<file path="config.mk">
export PLATFORM = sky130hd
export DESIGN_NAME = if_fetch
export DESIGN_NICKNAME = d
export VERILOG_FILES = /design/src/rtl/if_fetch.sv
export SDC_FILE = /design/constraint.sdc
export NUM_CORES = 1
export LEC_CHECK = 0
export CAP_MARGIN = 40
export CORE_UTILIZATION = 57
export DETAILED_ROUTE_END_ITERATION = 6
export PLACE_DENSITY = 0.9
export REMOVE_ABC_BUFFERS = 1
export SKIP_LAST_GASP = 1
export SYNTH_ARGS = -nofsm -noshare
export SYNTH_HDL_FRONTEND = slang
export SYNTH_SLANG_ARGS = --single-unit
export TNS_END_PERCENT = 5
</file>
<file path="constraint.sdc">
create_clock -name clk -period 6.35 [get_ports clk]
set_clock_uncertainty 0.05 [all_clocks]
set_input_delay 0.9525 -clock clk [delete_from_list [all_inputs] [get_ports clk]]
set_output_delay 0.9525 -clock clk [all_outputs]
set_load 0.02 [all_outputs]
</file>
<file path="src/rtl/if_fetch.sv">
// rtl/if_fetch.sv - instruction fetch stage: PC, one-outstanding imem request FSM, 2-entry fetch queue
`timescale 1ns/1ps

module if_fetch #(
    parameter logic [31:0] RESET_PC = 32'h0000_0000
) (
    input  logic        clk,
    input  logic        reset,
    input  logic        hazard,
    input  logic        redirectInput,
    input  logic [31:0] redirectTargetInput,
    output logic        imemReqOutput,
    output logic [31:0] imemAddrOutput,
    input  logic        imemReadyInput,
    input  logic        imemRespValidInput,
    input  logic [31:0] imemRespDataInput,
    output logic [31:0] pcOutput,
    output logic [31:0] instructionOutput,
    output logic        ifFlushOutput
);

    typedef enum logic [1:0] {
        IDLE    = 2'd0,
        PENDING = 2'd1,
        DISCARD = 2'd2
    } state_t;

    state_t      state_q, state_d;
    logic [31:0] pc_q, pc_d;
    logic [31:0] req_pc_q, req_pc_d;
    logic [31:0] fifo_pc_q [2];
    logic [31:0] fifo_pc_d [2];
    logic [31:0] fifo_instr_q [2];
    logic [31:0] fifo_instr_d [2];
    logic        head_q, head_d;
    logic [1:0]  occ_q, occ_d;

    logic        active;
    logic        redir;
    logic        not_empty;
    logic        consume;
    logic        busy;
    logic        room;
    logic        resp_take;
    logic        grant;
    logic        push;
    logic        wr_idx;
    logic        unused_target_bits;

    assign unused_target_bits = ^redirectTargetInput[1:0];

    // Everything visible is gated by reset so the reset cycle presents a clean bubble.
    assign active    = ~reset;
    assign redir     = active & redirectInput & ~hazard;
    assign not_empty = (occ_q != 2'd0);
    assign consume   = not_empty & ~hazard & ~redir;
    assign busy      = (state_q != IDLE);
    assign room      = ({1'b0, occ_q} + {2'b00, busy}) < (3'd2 + {2'b00, consume});
    assign resp_take = (state_q == PENDING) & imemRespValidInput;
    assign grant     = imemReqOutput & imemReadyInput;
    assign push      = active & resp_take & ~redir;
    assign wr_idx    = head_q ^ occ_q[0];

    assign imemReqOutput     = active & ~redir & room & ((state_q == IDLE) | resp_take);
    assign imemAddrOutput    = pc_q;
    assign ifFlushOutput     = redir;
    assign pcOutput          = (active & not_empty) ? fifo_pc_q[head_q] + 32'd4 : 32'd0;
    assign instructionOutput = (active & not_empty) ? fifo_instr_q[head_q] : 32'd0;

    always_comb begin
        state_d      = state_q;
        pc_d         = pc_q;
        req_pc_d     = req_pc_q;
        fifo_pc_d    = fifo_pc_q;
        fifo_instr_d = fifo_instr_q;
        head_d       = head_q;
        occ_d        = occ_q;

        if (redir) begin
            pc_d = {redirectTargetInput[31:2], 2'b00};
        end else if (grant) begin
            pc_d     = pc_q + 32'd4;
            req_pc_d = pc_q;
        end

        unique case (state_q)
            IDLE: begin
                if (grant) state_d = PENDING;
            end
            PENDING: begin
                if (imemRespValidInput) state_d = grant ? PENDING : IDLE;
                else if (redir)         state_d = DISCARD;
            end
            DISCARD: begin
                if (imemRespValidInput) state_d = IDLE;
            end
            default: state_d = IDLE;
        endcase

        if (push) begin
            fifo_pc_d[wr_idx]    = req_pc_q;
            fifo_instr_d[wr_idx] = imemRespDataInput;
        end

        if (redir) begin
            occ_d = 2'd0;
        end else begin
            occ_d = occ_q + {1'b0, push} - {1'b0, consume};
            if (consume) head_d = ~head_q;
        end
    end

    always_ff @(posedge clk) begin
        if (reset) begin
            state_q      <= IDLE;
            pc_q         <= RESET_PC;
            req_pc_q     <= 32'd0;
            fifo_pc_q    <= '{default: 32'd0};
            fifo_instr_q <= '{default: 32'd0};
            head_q       <= 1'b0;
            occ_q        <= 2'd0;
        end else begin
            state_q      <= state_d;
            pc_q         <= pc_d;
            req_pc_q     <= req_pc_d;
            fifo_pc_q    <= fifo_pc_d;
            fifo_instr_q <= fifo_instr_d;
            head_q       <= head_d;
            occ_q        <= occ_d;
        end
    end

endmodule

</file>
==> results of run 1 <==
==> synth_stat cells (4+ instances only) <==
cell type  instances
a22oi_1            5
nand4b_1           4
inv_1              9
a31oi_1           16
clkbuf_8           4
xor2_1             9
or3_1              9
o21ai_0           14
nand3_1           24
o31ai_1            7
or4_1              8
nor2_1            59
nor4_1            11
mux2i_1           49
o21ai_1            5
o31a_1             7
nor2b_1            6
mux2_2            10
and3_1            10
a21oi_1          176
buf_2              8
ha_1               6
and4_1             6
xnor2_1            6
nand2b_1           4
nand3b_1           4
clkbuf_1          65
nand4_1           19
dfxtp_1          189
or2_2              6
o211ai_1           6
nand2_1          362
nor3_1            19
buf_4              5
==> logic make-up after synthesis <==
logic type / after synthesis / share of synthesized area, %
AND/OR/NAND/NOR: 567 / 27.8
AO/OA/AOI/OAI: 270 / 17.2
flip-flops: 189 / 41.2
buffers and inverters: 96 / 4.92
multiplexers: 59 / 6.57
XOR/XNOR: 15 / 1.43
adder cells (fa/ha/maj): 6 / 0.818
other: 1 / 0.0409
==> power by group through the flow <==
stage                     clock, uW  sequential [uW]  combinational, uW
final                          1090             1230                184
after global routing           1150             1230                196
after CTS                      1100             1230                182
after detailed placement          0             1260                180
after global placement            0             1250                175
after floorplan                   0             1260               58.7
==> worst min-delay path by stage <==
stage / start / to
final: fifo_instr_q[8] / fifo_instr_q[8]
after global routing: fifo_instr_q[33] / fifo_instr_q[33]
after CTS: fifo_pc_q[20] / fifo_pc_q[20]
after detailed placement: fifo_pc_q[20] / fifo_pc_q[20]
after global placement: fifo_pc_q[11] / fifo_pc_q[11]
after floorplan: fifo_pc_q[11] / fifo_pc_q[11]
==> per-stage QoR <==
stage | util, % | worst slack (ns)
final | 72.7 | 1.23
after floorplan | - | 0.829
after detailed placement | 68.9 | 1.74
after CTS | 72.7 | 1.28
after global placement | 68.4 | 1.79
after global routing | 72.7 | 0.958
==> final cells by class <==
class,instances,area [sq um],share of cell area [%]
clock buffer,22,464,4.05
sequential,189,3790,33.0
tap,216,270,2.36
clock inverter,9,136,1.19
inverter,10,37.5,0.327
multi-input combinational,921,4990,43.5
timing repair buffer,177,1780,15.5
==> sequential cells by signal, indices dropped and copies added, names as in the netlist <==
name / cells
head_q: 1
req_pc_q: 30
fifo_instr_q: 64
occ_q: 2
state_q: 2
imemAddrOutput: 30
fifo_pc_q: 60
==> critical path: cells and delay by family (launching register included) <==
kind / cells / cell delay, ns
simple gates: 4 / 1.62
flops: 1 / 0.96
compound gates: 1 / 0.56
buf+inv: 1 / 0.53
==> layer usage <==
metal / share of wire [%] / vias to the layer above / global-route usage (%)
met4: 3.0 / 0 / 14.5
met5: 0 / - / 0
met3: 8.0 / 63 / 4.82
met2: 47 / 418 / 50.5
met1: 42 / 4230 / 37.1
li1: - / 4399 / -
==> impl_results.md, run 1 <==
* CP cell instances: nand3_1 > a22oi_1 > nand4_1 > or4_1 > and3_1 > clkdlybuf4s50_1
* Placed cell area at 10900 sq um
* Sequential Power Share at 49.1%
* Vias/cell at 5.90
* Reg-to-reg setup timing slack at 2.79 ns
* Final Non-Filler Cells at 1544
* Synth-to-layout area growth at 25.0%
* Worst endpoint required time at 5.35 ns
* Power Dens Cells at 218 nW/um^2
* RSZ-0062 raised after global routing: no
* Ys Warns at 0
* Post-Route WL at 24500 um
* Clk buf depth at 2
* Clock sinks at 189
* # resized after CTS at 0
* CTS tree: yes
* Critical Path AT at 4.12 ns
* Clock share of power at 43.5%
* Chip Height at 129 um
* H-tree levels at 4
* Gpl congestion at 0.849
* Antenna Nets Post-Route at 0
* Beginning of the critical path: head_q
* Iter 0 DRT Violations at 713
* Synth unique cells at 71
* Largest net degree at the start of global routing at 73
* Max-Cap Viols at 0
* Hold Crit Depth at 2
* Drt drc at 0
* Min-delay worst type: flop to flop
* Crit end category: primary output
* Post-detail-place hpwl at 16200 um
* Postcts setup bufs at 0
* I/O Buffers at 161
* Post-Route Setup TNS at 0 ns
* Hold_ws at 0.403 ns
* First-pass GRT wire length at 39600 um
* Main synth FF type: dfxtp_1
* Post-Place Cells at 1513
* Biggest area consumer among synthesized cells: dfxtp_1
* Drt pass-1 iters at 7
* Post-Syn Area per Cell at 7.63 sq um
* CTS root buffer: clkbuf_16
* Internal at 1930 uW
* R2R cell count at 7
* Final Hold Fails at 0
* Slew @ Worst Pin at 0.935 ns
* F_max at 0.195 GHz
* Final setup violation count at 0
* Total CTS buffers at 17
* Share of post-route cells with drive strength above 1 at 6.17%
* Final period utilization at 80.6%
* Per-cell routed wire length at 15.9 um
* Power Total at 2500 uW
* Nets at 1392
* # fillers at 1248
* Mapped Cells at 1203
* Starting density of the core at 58.2%
* Largest cells by area after synthesis: dfxtp_1, nand2_1, a21oi_1, mux2i_1, clkbuf_1
* EDFF count, synth at 0
* Max-slew violations at 0
* GRT Util Overall at 29.9%
* Post-synthesis sequential area ratio at 41.2%
* Logic pwr share at 7.3%
* Ant diodes at 0
* Critical Path Sink: pcOutput[28]
* Slowest cell on crit path: dfxtp_4
* Sw power at 577 uW
* Worst r2r dst: imemAddrOutput[22]
* Yosys reg bits at 189
* Die width at 129 um
* Post-route cell area at 11500 sq um
* FF-to-FF Start: state_q[0]
* Crit-path max cell delay at 0.96 ns
* GRT overflow at 0
* Commonest non-fill, non-tap cell in the layout: nand2_1
* Num rows at 46
* Yosys top cell area share at 41.2%
* Clock Pin Slew Worst Setup and Hold Paths at 0.07 ns
* Status: completed
* Sw frac at 23.1%
* Clock latency on the worst-skew pair at 0.43 ns
* Ys async rst share at 0%
* Die area at 16600 sq um
* Hold_buf cts at 0
* Via count at 9110
* Maximum vdd drop at 0.194 mV
* Synth Cell Area at 9180 sq um
* Initial antenna violation count at 0
* Minimum clock period at 5.12 ns
* Core area at 15800 sq um
* Vias in the first global route at 8529
* Most frequent cells in the layout: nand2_1, dfxtp_1, a21oi_1, clkdlybuf4s50_1, nor2_1
* Worst setup path class: flop to primary output
* Max_slew headroom at 37.1%
* Pleak at 0.00353 uW
* Startpoint Class: flop
* IO Pins at 168
* Max FO, Critical Path at 68
(Power assumes the default switching activity.)
==> run 2: changes to the inputs <==
--- a/config.mk
+++ b/config.mk
@@ -6,9 +6,9 @@
 export NUM_CORES = 1
 export LEC_CHECK = 0
 export CAP_MARGIN = 40
-export CORE_UTILIZATION = 57
+export CORE_UTILIZATION = 53
 export DETAILED_ROUTE_END_ITERATION = 6
-export PLACE_DENSITY = 0.9
+export PLACE_DENSITY = 0.85
 export REMOVE_ABC_BUFFERS = 1
 export SKIP_LAST_GASP = 1
 export SYNTH_ARGS = -nofsm -noshare
==> constraint.sdc (replaced) <==
create_clock -name clk -period 5.1 [get_ports clk]
set_clock_uncertainty 0.05 [all_clocks]
set_input_delay 0.765 -clock clk [delete_from_list [all_inputs] [get_ports clk]]
set_output_delay 0.765 -clock clk [all_outputs]
set_load 0.02 [all_outputs]
==> run 2 against run 1 <==
  * Combinational power is 24% higher
  * Non-clock buffer count increased by 3
  * Clock power up 15%
  * First-iteration DRC count down 24%
==> impl_results.md, run 2 (synthesis gave the netlist of run 1 again) <==
* Register Area at 3790 sq um
* Number of flip-flops under the largest register name at 64
* Top flop regs: fifo_instr_q x64, fifo_pc_q x60
* Core area at 16800 sq um
* Antenna Nets Post-Route at 0
* Vias/cell at 5.78
* Maximum vdd drop at 0.287 mV
* Worst setup path class: flop to primary output
* Worst endpoint required time at 4.28 ns
* Post-detail-place hpwl at 16000 um
* Postcts setup bufs at 0
* Via count at 8976
* Clock sinks at 189
* H-tree levels at 4
* Post-Route WL at 24100 um
* Die area at 17800 sq um
* Chip Height at 134 um
* Nets at 1395
* RSZ-0062 raised after global routing: no
* Multi-input logic area at 4990 sq um
* Ant diodes at 0
* IO Pins at 168
* Clk buf depth at 2
* Final Non-Filler Cells at 1552
* Post-route cell area at 11400 sq um
* Placed cell area at 10900 sq um
* Final setup violation count at 0
* Minimum clock period at 4.79 ns
* First-pass GRT wire length at 39900 um
* Startpoint Class: flop
* GRT overflow at 0
* Share of post-route cells with drive strength above 1 at 6.68%
* Drt drc at 0
* Max FO, Critical Path at 56
* GRT Util Overall at 27.4%
* Per-cell routed wire length at 15.5 um
* Clock Pin Slew Worst Setup and Hold Paths at 0.07 ns
* Max-Cap Viols at 0
* Crit end category: primary output
* I/O Buffers at 161
* Iter 0 DRT Violations at 545
* Biggest register: fifo_instr_q
* Post-Route Setup TNS at 0 ns
* Pleak at 0.00353 uW
* Post-Place Cells at 1520
* CTS root buffer: clkbuf_16
* Hold_buf cts at 0
* Drt pass-1 iters at 5
* Largest net degree at the start of global routing at 88
* Critical Path AT at 3.97 ns
* Final period utilization at 93.8%
* Gpl congestion at 0.870
* Die width at 134 um
* # fillers at 1416
* F_max at 0.209 GHz
* Clock latency on the worst-skew pair at 0.43 ns
* Total CTS buffers at 17
* Max-slew violations at 0
* # resized after CTS at 0
* CTS tree: yes
* Most frequent cells in the layout: nand2_1, dfxtp_1, a21oi_1, clkdlybuf4s50_1, nor2_1
* Max_slew headroom at 43.0%
* Status: completed
* Commonest non-fill, non-tap cell in the layout: nand2_1
* Power Dens Cells at 263 nW/um^2
* Num rows at 47
* Slew @ Worst Pin at 0.855 ns
* Starting density of the core at 54.7%
* Synth-to-layout area growth at 24.6%
* Initial antenna violation count at 0
* Min-delay worst type: flop to flop
* Vias in the first global route at 8217
* Final Hold Fails at 0
## run 2: cell count changes in the layout (fill, tap and decap cells not counted), sizes merged
cell / delta
clkinvlp: -4
clkbuf: -3
bufinv: -3
clkdlybuf4s15: +1
inv: +4
buf: +2
clkinv: +7
## run 2: critical path: stages (launching register included)
cell and delay (ns):
dfxtp_4 0.82, nand3_1 0.18, a22oi_1 0.59, nand4_1 0.58, or4_1 0.63, and3_1 0.19
clkdlybuf4s50_1 0.54
## run 2: final cells by class
| type | count | area share [%] |
|---|---|---|
| clock buffer | 19 | 3.96 |
| inverter | 10 | 0.328 |
| tap | 220 | 2.41 |
| timing repair buffer | 180 | 15.6 |
| sequential | 189 | 33.1 |
| clock inverter | 13 | 0.941 |
| multi-input combinational | 921 | 43.6 |
## run 2: stage by stage
stage | util (%) | setup WS, ns | power (uW) | hold WS, ns
6_report | 68.2 | 0.315 | 3010 | 0.403
5_1_grt | 68.2 | 0.117 | 3120 | 0.416
4_1_cts | 68.2 | 0.312 | 3030 | 0.405
3_5_place_dp | 64.9 | 0.796 | 1790 | 0.396
3_3_place_gp | 64.6 | 0.884 | 1780 | 0.391
2_1_floorplan | - | -0.234 | 1640 | 0.377
## run 2: final timing paths
kind / end / depth (start not counted) / slack, ns / start
setup reg to reg: imemAddrOutput[22] / 6 / 1.98 / state_q[0]
hold / removal: fifo_instr_q[24] / 2 / 0.40 / fifo_instr_q[24]
hold reg to reg: fifo_instr_q[24] / 2 / 0.40 / fifo_instr_q[24]
setup / recovery: pcOutput[30] / 6 / 0.31 / head_q
## run 2: routing by layer
metal	vias to the layer above	wire length, um	GRT usage, %
met2	339	11500	46.4
met5	-	0	0
met4	0	493	10.5
met3	41	1530	4.38
met1	4197	10500	35.0
li1	4399	-	-
## run 2: report_power, final
group | total (uW) | switching [uW] | internal, uW | leakage [uW]
logic | 228 | 124 | 104 | 0.00173
registers | 1530 | 35.5 | 1500 | 0.00153
clock network | 1250 | 592 | 661 | 0.000277
total | 3010 | 751 | 2260 | 0.00353
